[src/rtl/pc_flow_ctrl.sv]
// Purpose: merges EX/interrupt redirects and hold sources into one PC jump/hold command per cycle.
// Latency: redirects issue combinationally in the request cycle; halted_o and pc_reset_o are registered.
// Backpressure: bus_hold_i parks one redirect in a pending slot until the fetch port is granted again.
module pc_flow_ctrl #(
  parameter int unsigned ADDR_W       = 32,
  parameter int unsigned FLUSH_CYCLES = 2   // legal range 1..7, fits the 3-bit flush counter
) (
  input  logic              clk_i,
  input  logic              rst_ni,
  input  logic              ex_jump_i,
  input  logic [ADDR_W-1:0] ex_jump_addr_i,
  input  logic              int_jump_i,
  input  logic [ADDR_W-1:0] int_jump_addr_i,
  input  logic              ex_hold_i,
  input  logic              bus_hold_i,
  input  logic              jtag_halt_i,
  input  logic              jtag_reset_i,
  output logic              jump_flag_o,
  output logic [ADDR_W-1:0] jump_addr_o,
  output logic [1:0]        hold_flag_o,
  output logic              flush_o,
  output logic              pc_reset_o,
  output logic              halted_o
);

  typedef enum logic [1:0] {
    ST_RUN       = 2'd0,
    ST_HALT_WAIT = 2'd1,
    ST_HALTED    = 2'd2
  } state_e;

  // Counter reload value: the issue cycle itself is the first flush cycle.
  localparam logic [2:0] FLUSH_LOAD = 3'(FLUSH_CYCLES - 1);

  state_e            state_q,     state_d;
  logic              pend_vld_q,  pend_vld_d;
  logic [ADDR_W-1:0] pend_addr_q, pend_addr_d;
  logic [2:0]        flush_cnt_q, flush_cnt_d;
  logic              halted_q,    halted_d;
  logic              pc_reset_q,  pc_reset_d;
  // Low for the first cycle after reset so outputs stay quiet while the
  // surrounding pipeline comes out of reset.
  logic              out_en_q,    out_en_d;

  logic              out_ok;
  logic              active;
  logic              req;
  logic [ADDR_W-1:0] req_addr;
  logic              can_issue;
  logic              issue;
  logic [ADDR_W-1:0] issue_addr;

  // Redirect selection and issue decision for the current cycle.
  always_comb begin
    out_ok     = rst_ni & out_en_q;
    // A debugger reset cycle behaves like a reset cycle: nothing issues.
    active     = out_ok & ~jtag_reset_i;
    req        = int_jump_i | ex_jump_i;
    // Interrupt/trap target always wins over an EX branch in the same cycle.
    req_addr   = int_jump_i ? int_jump_addr_i : ex_jump_addr_i;
    can_issue  = active & (state_q != ST_HALTED) & ~bus_hold_i;
    issue      = can_issue & (pend_vld_q | req);
    // A parked redirect is older than anything arriving now, so it goes first.
    issue_addr = pend_vld_q ? pend_addr_q : req_addr;
  end

  // Next-state for the pending slot, flush counter, FSM and registered outputs.
  always_comb begin
    state_d     = state_q;
    pend_vld_d  = pend_vld_q;
    pend_addr_d = pend_addr_q;
    flush_cnt_d = flush_cnt_q;
    halted_d    = halted_q;
    pc_reset_d  = jtag_reset_i;
    out_en_d    = 1'b1;

    if (active) begin
      if (can_issue) begin
        // Pending slot drains this cycle. Only an interrupt arriving alongside
        // survives (re-parked); an EX redirect here is from a squashed path.
        if (pend_vld_q && int_jump_i) begin
          pend_vld_d  = 1'b1;
          pend_addr_d = int_jump_addr_i;
        end else begin
          pend_vld_d  = 1'b0;
        end
      end else begin
        // Fetch blocked or core halted: park the redirect. Interrupts replace
        // whatever is parked; EX only fills an empty slot.
        if (int_jump_i) begin
          pend_vld_d  = 1'b1;
          pend_addr_d = int_jump_addr_i;
        end else if (ex_jump_i && !pend_vld_q) begin
          pend_vld_d  = 1'b1;
          pend_addr_d = ex_jump_addr_i;
        end
      end

      // Every issue restarts the flush window; otherwise count down to zero.
      if (issue) begin
        flush_cnt_d = FLUSH_LOAD;
      end else if (flush_cnt_q != 3'd0) begin
        flush_cnt_d = flush_cnt_q - 3'd1;
      end

      case (state_q)
        ST_RUN: begin
          if (jtag_halt_i) begin
            state_d = ST_HALT_WAIT;
          end
        end
        ST_HALT_WAIT: begin
          // Halt only once the pipeline is quiet: no multi-cycle op, no parked
          // redirect and no flush still in flight after this cycle.
          if (!jtag_halt_i) begin
            state_d = ST_RUN;
          end else if (!ex_hold_i && !pend_vld_d && (flush_cnt_d == 3'd0)) begin
            state_d = ST_HALTED;
          end
        end
        ST_HALTED: begin
          if (!jtag_halt_i) begin
            state_d = ST_RUN;
          end
        end
        default: state_d = ST_RUN;
      endcase
    end

    // Debugger reset discards everything in flight, like a core reset.
    if (jtag_reset_i) begin
      state_d     = ST_RUN;
      pend_vld_d  = 1'b0;
      flush_cnt_d = 3'd0;
    end

    halted_d = (state_d == ST_HALTED);
  end

  // State registers with synchronous active-low reset.
  always_ff @(posedge clk_i) begin
    if (!rst_ni) begin
      state_q     <= ST_RUN;
      pend_vld_q  <= 1'b0;
      pend_addr_q <= '0;
      flush_cnt_q <= 3'd0;
      halted_q    <= 1'b0;
      pc_reset_q  <= 1'b0;
      out_en_q    <= 1'b0;
    end else begin
      state_q     <= state_d;
      pend_vld_q  <= pend_vld_d;
      pend_addr_q <= pend_addr_d;
      flush_cnt_q <= flush_cnt_d;
      halted_q    <= halted_d;
      pc_reset_q  <= pc_reset_d;
      out_en_q    <= out_en_d;
    end
  end

  // Output drive; everything is forced low during and just after reset.
  always_comb begin
    jump_flag_o = issue;
    jump_addr_o = issue ? issue_addr : '0;
    flush_o     = issue | (out_ok & (flush_cnt_q != 3'd0));
    pc_reset_o  = out_ok & pc_reset_q;
    halted_o    = out_ok & halted_q;
    hold_flag_o = 2'd0;
    if (out_ok) begin
      // pc_reg gives jump priority over hold, so hold never masks an issue.
      if (ex_hold_i || (state_q == ST_HALTED)) begin
        hold_flag_o = 2'd3;
      end else if (bus_hold_i) begin
        hold_flag_o = 2'd1;
      end
    end
  end

endmodule

[config.mk]
export PLATFORM = sky130hd
export DESIGN_NAME = pc_flow_ctrl
export DESIGN_NICKNAME = d
export VERILOG_FILES = /design/src/rtl/pc_flow_ctrl.sv
export SDC_FILE = /design/constraint.sdc
export NUM_CORES = 1
export LEC_CHECK = 0
export CELL_PAD_IN_SITES_DETAIL_PLACEMENT = 2
export CELL_PAD_IN_SITES_GLOBAL_PLACEMENT = 2
export CORE_ASPECT_RATIO = 0.7
export CORE_UTILIZATION = 25
export CTS_CLUSTER_SIZE = 25
export DETAILED_ROUTE_END_ITERATION = 16
export HOLD_SLACK_MARGIN = 0.15
export MAX_ROUTING_LAYER = met4
export PLACE_DENSITY_LB_ADDON = 0.25
export SLEW_MARGIN = 40
export SYNTH_ARGS = -nofsm -noshare
export SYNTH_HDL_FRONTEND = slang
export SYNTH_SLANG_ARGS = --single-unit
[constraint.sdc]
create_clock -name clk_i -period 2.1 [get_ports clk_i]
set_input_delay 0.42 -clock clk_i [delete_from_list [all_inputs] [get_ports clk_i]]
set_output_delay 0.42 -clock clk_i [all_outputs]
set_load 0.005 [all_outputs]
# Word-level counts from Yosys, hierarchy flattened
# Index checks and enable logic that the tools add are counted.
# totals
reg_bits,41
out_inout_bits,38
inputBits,72
wordCells,67
# classes
muxes,26
addsub,1
n_bitwise,14
eq_ne,5
reduce_logical,14
# op_table
cell,count
$mux W32,7
$mux W2,8
$mux W3,3
$and A1 B1 Y1,8
$mux W1,7
$pmux W2 S3,1
$reduce_bool A3 Y1,2
$eq A2 B2 Y1 const B,2
$logic_and A1 B1 Y1,4
$logic_not A1 Y1,3
$logic_not A3 Y1,1
$not A1 Y1,3
$or A1 B1 Y1,3
$reduce_and A3 Y1,1
$sub A3 B1 Y3 const B,1
$eq A2 B1 Y1 const B,1
$logic_not A2 Y1,1
$ne A2 B1 Y1 const B,1
$ne A2 B2 Y1 const B,1
$reduce_or A2 Y1,1
$logic_or A1 B1 Y1,1

# Logic depth before layout (Yosys ltp)
# Gate-level depths: netlist of run 1.
# logic_depth
ltp_word,15
ltp_mapped,7
mapped_depth_nobuf,6

# Worst setup path after synthesis of run 1
# No wires, ideal clock.
# synth_path
path_type,input to output
start,input port int_jump_i
end,output port jump_addr_o[10]
arrival_ns,1.403
path_stages,5
t_required_ns,1.680
path_buffers,2
setup_slack_ns,0.277
path_cell_list,buf_2 or3_1 nand4_2 buf_2 nor2_1
# synth_between
elab_chain_len,4
elab_cells_between_ends,6
cone_classes,mux: 3; bitwise: 3
# synth_lines
element,line_no,text
start: declaration,12,"input logic int_jump_i,"
$or A1 B1 Y1,58,req = int_jump_i | ex_jump_i;
$or A1 B1 Y1,62,issue = can_issue & (pend_vld_q | req);
$and A1 B1 Y1,62,
$mux W32 (*),164,jump_addr_o = issue ? issue_addr : '0;
end: declaration,19,"output logic [ADDR_W-1:0] jump_addr_o,"
# Mark *: on every way between the ends. The rest lies on a longest branch, timed or not.

# Worst setup path in the final report of run 1
# layout_path
start,register out_en_q
end,output port jump_addr_o[16]
# layout_between
elab_chain_len,6
# layout_lines
element,line_no,text
start: declaration,43,"logic out_en_q, out_en_d;"
start signal: assignment,157,out_en_q <= out_en_d;
$and A1 B1 Y1,55,out_ok = rst_ni & out_en_q;
$and A1 B1 Y1,57,active = out_ok & ~jtag_reset_i;
$and A1 B1 Y1 (2 in series),61,can_issue = active & (state_q != ST_HALTED) & ~bus_hold_i;
$and A1 B1 Y1,62,
$mux W32,164,
# Every way passes these cells.

==> parameters.txt, run 1 <==
Parameter                              Value

Status
  Result of the run    finished clean

Worst setup path
  Kind of launch point of the worst setup path    flip-flop
  Reg2reg path depth    8
  Cell seen most often among critical-path stages    sky130_fd_sc_hd__buf_6
  Arrival time at the worst endpoint    1670 ps
  Ordered cell list for the critical path    and3b_2 -> nand4_4 -> buf_6 -> buf_12 -> buf_6 -> nor2_2 -> buf_2
  Buffering stage count on the worst path with inverters included    4
  Req. time, crit path    1680 ps
  Register-to-register path setup slack    150 ps
  Depth of the critical timing path with buffers and inverters included    7
  Startpoint-to-endpoint class of the critical path    flip-flop to output pin
  Family with the most delay on the worst path    buffers and inverters
  Critical-path maximum fanout    4
  Critical Path Slowest Stage Cell    sky130_fd_sc_hd__dfxtp_2
  Critical path's largest stage delay    330 ps
  Reg-to-reg critical path startpoint    out_en_q
  End of the worst register-to-register path    pend_addr_q[25]
  Sort of element at the end of the critical path    output pin

CTS
  Number of hold buffers added after cts    0
  Latest clock arrival within the worst-skew pair    290 ps
  Cell at the root of the clock tree    sky130_fd_sc_hd__clkbuf_16
  Clock tree from TritonCTS    yes
  Total clock buffers created by CTS    5
  Max H-tree Level    2
  Sinks on the clock net    41
  Clock slew seen by the registers of the worst setup and hold paths    70 ps
  Max Buffers Root-to-Sink    2

Timing
  Final Max Tran Viols    0
  Setup_tns    0 ps
  Transition time at the pin with the least slew margin    418 ps
  Clock period minus worst slack    2090 ps
  Post-route fraction of the period consumed by the critical path    0.994
  Final Skew    6.10 ps
  Worst hold margin    454 ps
  Number of hold-slack violations in the final timing report    0
  Max_slew headroom    0.721
  Final setup violation count    0
  Max Clk Rate    479 MHz

Routing
  DR vias    3146
  WL per Instance    19.0 um
  Mean number of vias per cell    4.85
  Remaining number of nets flagged by the antenna check after routing    0
  Number of remaining DRC errors    0
  Number of design-rule violations left by the first detailed-router iteration    63
  Length of the first detailed-routing pass in iterations    4
  WL final    12300 um

Place
  Quantity of I/O buffers inserted on ports    109
  Placer Congestion    0.762
  Dpl hpwl    8190 um
  Standard cell area after detailed placement    0.00429 sq mm

Yosys
  Share of synthesized flip-flops with an asynchronous set or reset    0
  Nets in the synthesized netlist    432
  Post-synth top flop    sky130_fd_sc_hd__dfxtp_1
  Count of mapped cells out of synthesis    358
  Synthesized area per cell    8.15 sq um
  Number of register bits inferred by synthesis    41
  Cell area after synthesis    0.00292 sq mm
  Sequential share of the synthesized area    0.281
  Yosys warning count    0
  EDFF count, synth    0
  Number of distinct library cell variants in the gate-level netlist after synthesis    41

Power and ir drop
  Peak VDD IR    0.282 mV
  Power Density    486 mW/mm^2
  Leakage dissipation    2.00 nW

Die
  Width of the die    131 um
  Die extent in y    92.4 um
  Area of the core    0.0112 sq mm
  Initial standard-cell utilization of the core    0.261
  IO Pins    110
  Area of the die    0.0121 sq mm
  Number of placement rows    32

Layout
  Area grow syn2layout    58.7%
  NumNets Final    568
  Summed area of non-filler cells in the final layout    0.00463 sq mm
  Number of antenna cells inserted    0
  Share of post-route cells with drive strength above 1    0.263

Hold path
  Worst hold path endpoint    pc_reset_q
  Launch instance of the worst min-delay path    jtag_reset_i
  Worst Hold Path Cells    3
  Type of the tightest min-delay check    input port to flip-flop

Global route
  Number of global-route vias before repair    3605
  Global route total overflow    0
  Gr usage total    0.216
  Global-route wire length before repair    19100 um
  Maximum number of pins on one net before global-route repair    37
  Antenna violations before repair    0

Flow run
  Number of max-cap violations    0
power by group:
group          total [mW]  internal [mW]  switching (mW)
Sequential          0.822          0.806          0.0159
Clock               0.843          0.505           0.339
Combinational       0.585          0.306           0.279
layout make-up:
class | instances | area, sq um
Timing Repair Buffer | 157 | 1420
Multi-Input combinational cell | 281 | 2000
Fill cell | 1210 | 6540
Clock buffer | 7 | 153
Sequential cell | 41 | 823
Tap cell | 153 | 191
Inverter | 8 | 32.5
Clock inverter | 1 | 5.00
worst min-delay path, delay by kind of cell:
family | cells | cell delay, ps
buf+inv | 2 | 200
simple gates | 1 | 100
sequential cells by signal (all words and copies together) (netlist names):
| register | cells |
|---|---|
| halted_q | 1 |
| state_q | 2 |
| pend_addr_q | 32 |
| pc_reset_q | 1 |
| flush_cnt_q | 3 |
| out_en_q | 1 |
| pend_vld_q | 1 |
Yosys cell counts (2+ instances only):
| cell type | instances | area, sq um |
|---|---|---|
| sky130_fd_sc_hd__or3_1 | 2 | 12.5 |
| sky130_fd_sc_hd__o21ai_1 | 2 | 10.0 |
| sky130_fd_sc_hd__a21oi_1 | 38 | 190 |
| sky130_fd_sc_hd__nand2_1 | 37 | 139 |
| sky130_fd_sc_hd__and3_1 | 3 | 18.8 |
| sky130_fd_sc_hd__o21ai_0 | 3 | 15.0 |
| sky130_fd_sc_hd__nand3_1 | 2 | 10.0 |
| sky130_fd_sc_hd__inv_1 | 6 | 22.5 |
| sky130_fd_sc_hd__dfxtp_1 | 41 | 821 |
| sky130_fd_sc_hd__buf_12 | 3 | 60.1 |
| sky130_fd_sc_hd__nand2b_1 | 3 | 18.8 |
| sky130_fd_sc_hd__nor3_1 | 2 | 10.0 |
| sky130_fd_sc_hd__buf_2 | 8 | 40.0 |
| sky130_fd_sc_hd__clkbuf_1 | 12 | 45.0 |
| sky130_fd_sc_hd__ha_1 | 2 | 25.0 |
| sky130_fd_sc_hd__nor2_1 | 68 | 255 |
| sky130_fd_sc_hd__mux2i_1 | 96 | 961 |
| sky130_fd_sc_hd__buf_6 | 4 | 45.0 |
| sky130_fd_sc_hd__nor2b_1 | 4 | 25.0 |
cell usage in the layout, fill, tap and decap left out, types with 2 or more instances in the layout:
master and n:
sky130_fd_sc_hd__buf_12 9, sky130_fd_sc_hd__a21oi_1 37, sky130_fd_sc_hd__nand2b_1 2, sky130_fd_sc_hd__o21ai_0 3, sky130_fd_sc_hd__clkbuf_16 5, sky130_fd_sc_hd__nor2_4 10, sky130_fd_sc_hd__ha_1 2, sky130_fd_sc_hd__buf_6 9
sky130_fd_sc_hd__nand2_1 37, sky130_fd_sc_hd__nor3_1 2, sky130_fd_sc_hd__clkbuf_8 2, sky130_fd_sc_hd__dfxtp_1 39, sky130_fd_sc_hd__inv_1 6, sky130_fd_sc_hd__clkbuf_2 10, sky130_fd_sc_hd__nor2_1 46, sky130_fd_sc_hd__buf_2 25
sky130_fd_sc_hd__dfxtp_2 2, sky130_fd_sc_hd__clkdlybuf4s50_1 68, sky130_fd_sc_hd__buf_4 30, sky130_fd_sc_hd__nor2b_1 4, sky130_fd_sc_hd__nand3_1 2, sky130_fd_sc_hd__mux2i_1 96, sky130_fd_sc_hd__dlygate4sd2_1 4, sky130_fd_sc_hd__nor2_2 12
sky130_fd_sc_hd__and3_1 3
stage by stage:
step / setup slack [ps] / cells / power [mW] / util
5_1_grt: -36.2 / 648 / 2.34 / 0.414
6_report: 11.9 / 648 / 2.25 / 0.414
3_3_place_gp: -484 / 622 / 1.36 / 0.384
2_1_floorplan: 277 / 358 / 1.11 / -
3_5_place_dp: -529 / 622 / 1.39 / 0.384
4_1_cts: -82.9 / 650 / 2.27 / 0.421
worst max path at each step:
| stage | from | to | slack (ps) |
|---|---|---|---|
| 6_report | out_en_q | jump_addr_o[16] | 10 |
| 5_1_grt | out_en_q | jump_addr_o[21] | -40 |
| 4_1_cts | out_en_q | jump_addr_o[2] | -80 |
| 3_5_place_dp | jtag_reset_i | jump_addr_o[3] | -530 |
| 3_3_place_gp | jtag_reset_i | jump_addr_o[16] | -480 |
| 2_1_floorplan | int_jump_i | jump_addr_o[10] | 280 |
cells by family after synthesis:
kind of cell               synth area share
DFF                                   0.281
and+or+nand+nor                       0.187
AOI/OAI and AO/OA                     0.115
buffers and inverters                0.0789
adders and majority gates           0.00858
muxes                                 0.329
layer usage:
metal  vias up  routed length (um)  global-route usage  part of all wire
met5         -                   0                   -                 0
met4         0                  98              0.0508            0.0080
met3        13                 706              0.0520             0.057
met2        77                6060               0.370              0.49
met1      1549                5450               0.254              0.44
li1       1507                   -                   -                 -
what timing repair did:
| action | 4_1_cts | 5_1_grt |
|---|---|---|
| resized for setup | 151 | 39 |
| endpoints found under the setup margin | 36 | 26 |
| pin swaps | 12 | 8 |
| gates cloned | 3 | 0 |
| setup buffers | 17 | 4 |
No activity file was read; power rests on OpenSTA's default activity.
==> run 2, diff against run 1 <==
--- a/config.mk
+++ b/config.mk
@@ -7,7 +7,8 @@
 export LEC_CHECK = 0
 export CELL_PAD_IN_SITES_DETAIL_PLACEMENT = 2
 export CELL_PAD_IN_SITES_GLOBAL_PLACEMENT = 2
-export CORE_ASPECT_RATIO = 0.7
+export CORE_ASPECT_RATIO = 0.9
+export CORE_MARGIN = 1
 export CORE_UTILIZATION = 25
 export CTS_CLUSTER_SIZE = 25
 export DETAILED_ROUTE_END_ITERATION = 16
==> run 2 against run 1 <==
Net effect:
- power is 4.1% lower
- sequential power hardly changed
- clock skew is 1.6 ps lower
- critical path depth stayed put
==> parameters.txt, run 2 (synthesis gave the netlist of run 1 again) <==
Parameter                              Value

Status
  Result of the run    finished clean

Timing
  Max Clk Rate    479 MHz
  Final Max Tran Viols    0
  Worst hold margin    461 ps
  Final setup violation count    0
  Transition time at the pin with the least slew margin    299 ps
  Number of hold-slack violations in the final timing report    0
  Clock period minus worst slack    2090 ps
  Max_slew headroom    0.798
  Setup_tns    0 ps
  Post-route fraction of the period consumed by the critical path    0.994
  Final Skew    4.51 ps
  RSZ-0062 raised after global routing    true

CTS
  Max Buffers Root-to-Sink    2
  Cell at the root of the clock tree    sky130_fd_sc_hd__clkbuf_16
  Sinks on the clock net    41
  Total clock buffers created by CTS    5
  Latest clock arrival within the worst-skew pair    280 ps
  Clock tree from TritonCTS    yes
  Max H-tree Level    2
  Clock slew seen by the registers of the worst setup and hold paths    60 ps

Flow run
  Number of max-cap violations    0

Power and ir drop
  Clock power frac    0.358
  Total power of the final layout    2.16 mW
  Power Density    472 mW/mm^2
  Switching power summed over all nets    0.588 mW
  Flop pwr share    0.380
  Switching power share of the total    0.272
  Proportion of power drawn by combinational gates    0.262
  Cell internal pwr    1.57 mW
  Peak VDD IR    0.302 mV
  Leakage dissipation    1.95 nW

Hold path
  Type of the tightest min-delay check    flip-flop to flip-flop
  Worst Hold Path Cells    2

Global route
  Antenna violations before repair    0
  Number of global-route vias before repair    3453
  Global route total overflow    0
  Gr usage total    0.195
  Global-route wire length before repair    17900 um
  Maximum number of pins on one net before global-route repair    53

Layout
  Largest registers    pend_addr_q (32), flush_cnt_q (3), state_q (2)
  Register name with the most flops    pend_addr_q
  Summed area of non-filler cells in the final layout    0.00457 sq mm
  Area grow syn2layout    56.8%
  Storage element area    827 sq um
  Filler cell count in the final layout    1288
  Commonest non-fill, non-tap cells in the layout    sky130_fd_sc_hd__mux2i_1 (96), sky130_fd_sc_hd__clkdlybuf4s50_1 (69), sky130_fd_sc_hd__nor2_1 (47)
  Number of antenna cells inserted    0
  Share of post-route cells with drive strength above 1    0.233
  Number of flip-flops in the largest register    32
  Area taken by multi-input logic gates    0.00197 sq mm
  NumNets Final    560
  Final core occ    0.402
  Commonest non-fill, non-tap cell in the layout    sky130_fd_sc_hd__mux2i_1

Die
  Die extent in y    104 um
  IO Pins    110
  Area of the die    0.0121 sq mm
  Initial standard-cell utilization of the core    0.256
  Area of the core    0.0114 sq mm
  Number of placement rows    37
  Width of the die    116 um

Place
  Quantity of I/O buffers inserted on ports    109
  Standard cell area after detailed placement    0.00424 sq mm
  Dpl hpwl    7790 um
  Placer Congestion    0.764

Worst setup path
  Critical-path maximum fanout    3
  Sort of element at the end of the critical path    output pin
  Req. time, crit path    1680 ps
  Startpoint-to-endpoint class of the critical path    flip-flop to output pin
  Arrival time at the worst endpoint    1670 ps
  Reg2reg path depth    7
  Kind of launch point of the worst setup path    flip-flop

Routing
  Number of remaining DRC errors    0
  Number of design-rule violations left by the first detailed-router iteration    47
  DR vias    3092
  Remaining number of nets flagged by the antenna check after routing    0
  Mean number of vias per cell    4.82
  WL final    11500 um
  WL per Instance    17.9 um
  Length of the first detailed-routing pass in iterations    4
==> run 2: cell types whose count changed in the layout (fill, tap and decap cells not counted), sizes merged <==
cell	change
clkbuf	-9
clkdlybuf4s50	+1
clkinv	-1
dlygate4sd2	-1
buf	-3
clkdlybuf4s15	+4
==> run 2: worst paths after layout <==
kind | slack, ps | start | end
setup / recovery | 10 | pend_vld_q | jump_addr_o[1]
hold / removal | 460 | pend_addr_q[24] | pend_addr_q[24]
setup reg to reg | 300 | out_en_q | pend_addr_q[31]
hold reg to reg | 460 | pend_addr_q[24] | pend_addr_q[24]
==> run 2: timing repair <==
| action | in CTS | in global routing |
|---|---|---|
| gates cloned | 3 | 0 |
| buffers inserted | 12 | 4 |
| endpoints found under the setup margin | 38 | 34 |
| pin swaps | 7 | 2 |
| hold buffers | 0 | 0 |
| resized for setup | 171 | 15 |
==> run 2: power by group through the flow <==
| stage | Sequential (mW) | Combinational [mW] | Clock [mW] |
|---|---|---|---|
| 2_1_floorplan | 0.834 | 0.272 | 0 |
| 3_3_place_gp | 0.837 | 0.516 | 0 |
| 3_5_place_dp | 0.838 | 0.533 | 0 |
| 4_1_cts | 0.821 | 0.566 | 0.796 |
| 5_1_grt | 0.824 | 0.614 | 0.822 |
| 6_report | 0.820 | 0.565 | 0.773 |
==> run 2: final cells by class <==
cell class,count,share of cell area
multi-input combinational,281,0.431
timing repair buffer,149,0.307
sequential,41,0.181
tap,156,0.0427
clock buffer,7,0.0312
inverter,8,0.00711
==> run 2: through the flow <==
step / setup slack (ps) / std cells
floorplan: 277 / 358
global placement: -526 / 619
detailed placement: -509 / 619
CTS: 2.18 / 641
global route: -46.9 / 642
finish: 12.0 / 642
==> run 2: per-layer routing <==
layer,vias up,global-route usage,part of all wire
met5,-,-,0
met4,0,0.0430,0.017
met3,15,0.0361,0.048
met2,79,0.335,0.50
met1,1511,0.234,0.43
li1,1487,-,-
==> run 2: worst max-delay path: stages (launching register included) <==
cell                      delay [ps]
sky130_fd_sc_hd__dfxtp_2         320
sky130_fd_sc_hd__or3_4           380
sky130_fd_sc_hd__nand4_4         150
sky130_fd_sc_hd__buf_4           140
sky130_fd_sc_hd__buf_12          100
sky130_fd_sc_hd__buf_4           130
sky130_fd_sc_hd__nor2_4           40
sky130_fd_sc_hd__buf_2           130
